<file path="src/rtl/instruction_fetch.sv">
// Instruction fetch front end: one outstanding instruction-memory read at a
// time, holds the returned word for decode, and follows branch/jump redirects.
//
// state | meaning
// ------+-----------------------------------------------------------------
// IDLE  | first cycle after reset, no request issued yet
// FETCH | request at the fetch pointer is outstanding
// HOLD  | instruction held for decode, no request outstanding
// FLUSH | stale request (pre-redirect address) outstanding, reply dropped
// HALT  | misaligned redirect seen, frozen until reset
module instruction_fetch #(
  parameter logic [31:0] RESET_PC = 32'h0040_0000
) (
  input  logic        clk,
  input  logic        reset,
  output logic        IMem_Req_o,
  output logic [31:0] IMem_Addr_o,
  input  logic        IMem_Rsp_Valid_i,
  input  logic [31:0] IMem_Rsp_Data_i,
  input  logic        Stall_i,
  input  logic        Redirect_i,
  input  logic [31:0] Redirect_PC_i,
  output logic [31:0] Instr_o,
  output logic [6:0]  OP_o,
  output logic [31:0] PC_o,
  output logic        Instr_Valid_o,
  output logic        Misalign_o
);

  typedef enum logic [2:0] {
    IDLE  = 3'd0,
    FETCH = 3'd1,
    HOLD  = 3'd2,
    FLUSH = 3'd3,
    HALT  = 3'd4
  } state_e;

  localparam logic [31:0] NOP = 32'h0000_0013;

  state_e      state_q, state_d;
  logic [31:0] pc_q, pc_d;
  logic [31:0] addr_q, addr_d;
  logic        req_q, req_d;
  logic [31:0] instr_q, instr_d;
  logic [31:0] pc_o_q, pc_o_d;
  logic        valid_q, valid_d;
  logic        misalign_q, misalign_d;

  logic        redirect_bad;
  logic        redirect_ok;

  // A redirect target must be word aligned; a bad one stops the front end.
  assign redirect_bad = Redirect_i && (Redirect_PC_i[1:0] != 2'b00);
  assign redirect_ok  = Redirect_i && (Redirect_PC_i[1:0] == 2'b00);

  // Next-state and next-output computation.
  always_comb begin
    state_d    = state_q;
    pc_d       = pc_q;
    instr_d    = instr_q;
    pc_o_d     = pc_o_q;
    valid_d    = valid_q;
    misalign_d = misalign_q;

    if (state_q != HALT && redirect_bad) begin
      // PC is intentionally left alone; the held word is invalidated.
      misalign_d = 1'b1;
      valid_d    = 1'b0;
      state_d    = HALT;
    end else if (state_q != HALT && redirect_ok) begin
      pc_d    = Redirect_PC_i;
      valid_d = 1'b0;
      // A request still in flight must drain before the new address goes out.
      if ((state_q == FETCH || state_q == FLUSH) && !IMem_Rsp_Valid_i) begin
        state_d = FLUSH;
      end else begin
        state_d = FETCH;
      end
    end else begin
      case (state_q)
        IDLE: begin
          state_d = FETCH;
        end
        FETCH: begin
          if (IMem_Rsp_Valid_i) begin
            instr_d = IMem_Rsp_Data_i;
            pc_o_d  = pc_q;
            valid_d = 1'b1;
            pc_d    = pc_q + 32'd4;
            state_d = HOLD;
          end
        end
        HOLD: begin
          if (!Stall_i) begin
            valid_d = 1'b0;
            state_d = FETCH;
          end
        end
        FLUSH: begin
          if (IMem_Rsp_Valid_i) begin
            state_d = FETCH;
          end
        end
        HALT: begin
          state_d = HALT;
        end
        default: begin
          state_d = IDLE;
        end
      endcase
    end
  end

  // Request/address are registered; a FLUSH keeps the old address on the bus.
  always_comb begin
    req_d  = (state_d == FETCH) || (state_d == FLUSH);
    addr_d = (state_d == FETCH) ? pc_d : addr_q;
  end

  // Single state register for the whole fetch FSM and its outputs.
  always_ff @(posedge clk) begin
    if (reset) begin
      state_q    <= IDLE;
      pc_q       <= RESET_PC;
      addr_q     <= RESET_PC;
      req_q      <= 1'b0;
      instr_q    <= NOP;
      pc_o_q     <= RESET_PC;
      valid_q    <= 1'b0;
      misalign_q <= 1'b0;
    end else begin
      state_q    <= state_d;
      pc_q       <= pc_d;
      addr_q     <= addr_d;
      req_q      <= req_d;
      instr_q    <= instr_d;
      pc_o_q     <= pc_o_d;
      valid_q    <= valid_d;
      misalign_q <= misalign_d;
    end
  end

  assign IMem_Req_o    = req_q;
  assign IMem_Addr_o   = addr_q;
  assign Instr_o       = instr_q;
  assign OP_o          = instr_q[6:0];
  assign PC_o          = pc_o_q;
  assign Instr_Valid_o = valid_q;
  assign Misalign_o    = misalign_q;

endmodule

</file>
<file path="config.mk">
export PLATFORM = sky130hd
export DESIGN_NAME = instruction_fetch
export DESIGN_NICKNAME = d
export VERILOG_FILES = /design/src/rtl/instruction_fetch.sv
export SDC_FILE = /design/constraint.sdc
export NUM_CORES = 1
export LEC_CHECK = 0
export ABC_AREA = 0
export BUFFER_PORTS_ARGS = -buffer_cell sky130_fd_sc_hd__buf_2
export CAP_MARGIN = 30
export CORE_ASPECT_RATIO = 0.7
export CORE_UTILIZATION = 54
export DETAILED_ROUTE_END_ITERATION = 10
export PLACE_DENSITY = 0.88
export SLEW_MARGIN = 10
export SYNTH_ARGS = -nofsm -noshare
export SYNTH_HDL_FRONTEND = slang
export SYNTH_SLANG_ARGS = --single-unit
</file>
<file path="constraint.sdc">
create_clock -name clk -period 4.35 [get_ports clk]
set_input_delay 0.435 -clock clk [delete_from_list [all_inputs] [get_ports clk]]
set_output_delay 0.435 -clock clk [all_outputs]
set_load 0.03 [all_outputs]
</file>
==> out/metrics.csv <==
stage,metric,value,unit
synth,yosys_warnings,0,
route,routed_wirelength,16250,um
global_route,grtUsageTotal,31.44,%
route,detail_route.wl_per_cell,16.91,um
layout,antenna_cells_inserted,0,
setup_path,critical_path.slowest_cell,nor3b_1,
synth,synth.cell_area,0.005420,sq mm
die,start_util,55.75,%
route,final_ant_viol_nets,0,
route,vias_per_cell,5.781,
timing,hold_viol_final,0,
synth,post-synth-top-area-fraction,49.49,%
synth,synth_seq_cells,134,
timing,period_minus_slack,2744,ps
layout,final_layout_size_suffix_gt1_share,26.77,%
setup_path,slowest_delay,660,ps
die,die_ar,0.01045,sq mm
synth,postSynth.topFlopCell,dfxtp_1,
clock_network,cts.sinks,134,
layout,seqCellArea,0.002683,sq mm
clock_network,cts_max_path_buffers,2,
route,drc_errors,0,
layout,final_nets,890,
setup_path,cp_max_fo,9,
global_route,first_global_vias,5153,
die,die_h,85.82,um
synth,avgSynthCellArea,8.078,sq um
synth,ys_top_cells_by_count,"nand2_1, dfxtp_1, a21oi_1, nor2_1, clkbuf_1",
setup_path,required,4620,ps
pwr,vdd_drop_max,0.2932,mV
layout,num-fill-cells,754,
placement,gp_congestion,0.8776,
setup_path,reg2reg_from,state_q[2],
route,dr.first_iter.drc_count,680,
pwr,power_density,435.5,mW/mm^2
flow_run,drv_cap,0,
route,drt_first_pass_iters,6,
clock_network,cts_tree,built,
die,core-area,0.009722,sq mm
placement,port_buffers,174,
min_path,min-delay-start,IMem_Rsp_Data_i[1],
synth,synthTopCellsByArea,"dfxtp_1, nand2_1, a21oi_1",
timing,fin_tns_setup,0,ps
clock_network,postCtsSetupBuffers,0,
global_route,initial_antenna_violation_count,0,
synth,postSynthCellCount,671,
setup_path,data_arrival_critical_path,3020,ps
synth,async_flop_share,0,%
layout,finalNonFillerCells,961,
timing,max-slew-margin-rel,41.98,%
route,via_count,5556,
timing,setup_viol,0,
clock_network,clock_tree.htree_level_count,4,
global_route,grt_max_degree,69,
clock_network,cts-buffers-inserted,17,
pwr,p_leak,2.973,nW
global_route,grt_remaining_overflow,0,
timing,slew_viol_final,0,
synth,post-synth-top-area-cell,dfxtp_1,
layout,area_growth_syn_to_layout,26.94,%
timing,achievable-frequency,364.5,MHz
synth,yosys.cell_count.top_type,nand2_1,
setup_path,criticalPathCategory,reg -> reg,
synth,synth_cell_types,58,
setup_path,setup.worst_path.end_class,flip-flop,
setup_path,kind_of_start_point_of_the_critical_path,flip-flop,
synth,synth_sequential_area_ratio,49.49,%
clock_network,ctsHoldBuffers,0,
timing,finalCritPeriodShare,63.07,%
placement,post_detail_place_hpwl,10950,um
layout,total_area_of_multi_input_combinational_cells,0.002490,sq mm
synth,synth_enable_flop_cells,0,
synth,synthesis.nets,741,
timing,max_slew.worst_pin.slew,869.3,ps
clock_network,clkSlewWorstSetupHoldPaths,60,ps
global_route,grt_first_pass_wirelength,25410,um
die,core.rowCount,30,
timing,rsz0062_at_grt,no,
die,num_io_pins,175,
setup_path,timing.critical_path.from,state_q[2],
timing,final.setup_skew,8.325,ps
clock_network,ctsRootBufferMaster,clkbuf_16,
placement,post-place-cells,929,
status,status,finished clean,
die,die_width,121.7,um
setup_path,critical_path.cell_chain,"nor3b_1, o21ai_0, or4_1, o311a_1, a211oi_2, a211oi_1",
clock_network,clock_latency,410,ps
min_path,min_path_type,in -> reg,
clock_network,post_cts_resized,0,
==> final cells by class <==
| class | instances | share of cell area (%) |
|---|---|---|
| Multi-Input combinational cell | 478 | 36.19 |
| Tap cell | 128 | 2.328 |
| Inverter | 7 | 0.3819 |
| Timing Repair Buffer | 182 | 13.97 |
| Sequential cell | 134 | 38.99 |
| Clock inverter | 9 | 1.491 |
| Clock buffer | 23 | 6.656 |
==> path summary, 6_finish.rpt <==
check | endpoint | slack [ps] | depth (start not counted)
worst max register to register | IMem_Addr_o[29] | 1610 | 6
worst max-delay path | IMem_Addr_o[29] | 1610 | 6
worst min register to register | PC_o[15] | 450 | 2
worst min-delay path | Instr_o[1] | 240 | 3
==> per-layer routing <==
metal / up-vias / part of all wire [%] / track usage (%)
met5: - / 0 / 0
li1: 2630 / - / -
met4: 0 / 2.2 / 14.03
met1: 2565 / 42 / 41.77
met2: 323 / 45 / 47.20
met3: 38 / 11 / 9.309
==> logic make-up after synthesis <==
logic type               Yosys count  synth area share [%]
AND/OR/NAND/NOR                  308                 25.02
XOR/XNOR                           1                0.1616
multiplexers                       6                 1.131
flip-flops                       134                 49.49
AO/OA/AOI/OAI                    162                 19.11
adder cells (fa/ha/maj)            1                0.2308
buffers and inverters             59                 4.848
==> critical path, delay by kind of cell, from the launching register on <==
kind            cells  cell delay, ps
flops               1             470
simple gates        2            1270
compound gates      4             870
==> state kept, by name, indices dropped and copies added, names as in the netlist <==
signal,flops
PC_o,32
IMem_Addr_o,32
Instr_o,32
Instr_Valid_o,1
Misalign_o,1
IMem_Req_o,1
state_q,3
pc_q,32
==> metrics by stage <==
step | setup WS (ps) | hold WS, ps | util (%) | total power (W) | area (sq um)
2_1_floorplan | 2149 | 436.0 | - | 0.001538 | 5420
3_3_place_gp | 1523 | 438.1 | 64.49 | 0.001636 | 6270
3_5_place_dp | 1700 | 443.5 | 65.01 | 0.001651 | 6320
4_1_cts | 1709 | 226.2 | 70.77 | 0.003002 | 6880
5_1_grt | 1470 | 239.5 | 70.77 | 0.003086 | 6880
6_report | 1606 | 236.1 | 70.77 | 0.002996 | 6880
==> layout by cell type, fill, tap and decap left out, types with 3 or more instances in the layout <==
master	Yosys	final
nand4_1	11	11
a31oi_1	4	4
o22ai_1	12	12
nor2_1	60	59
clkbuf_16	0	17
a211oi_1	8	8
clkinv_2	0	5
o211ai_1	6	6
a21oi_1	78	78
and3_1	11	11
dfxtp_1	134	134
or2_2	3	3
o21ai_0	12	12
clkbuf_1	34	5
mux2i_1	5	5
o311a_1	4	4
and4_1	4	4
nand3_1	18	18
nor3_1	5	4
o31ai_1	3	3
o221ai_1	6	6
o211a_1	3	3
nor4_1	3	3
a211o_1	5	5
inv_1	7	7
buf_2	6	173
and2_1	4	4
a2111oi_0	3	3
nand2_1	173	172
buf_4	7	7
nor3b_1	3	3
==> power breakdown <==
part / switching [W] / internal [W] / total (W)
Combinational: 0.000211 / 0.000106 / 0.000317
Clock: 0.000505 / 0.000855 / 0.00136
Sequential: 0.0000458 / 0.00127 / 0.00132
Total: 0.000761 / 0.00224 / 0.00300
(Power assumes the default switching activity.)
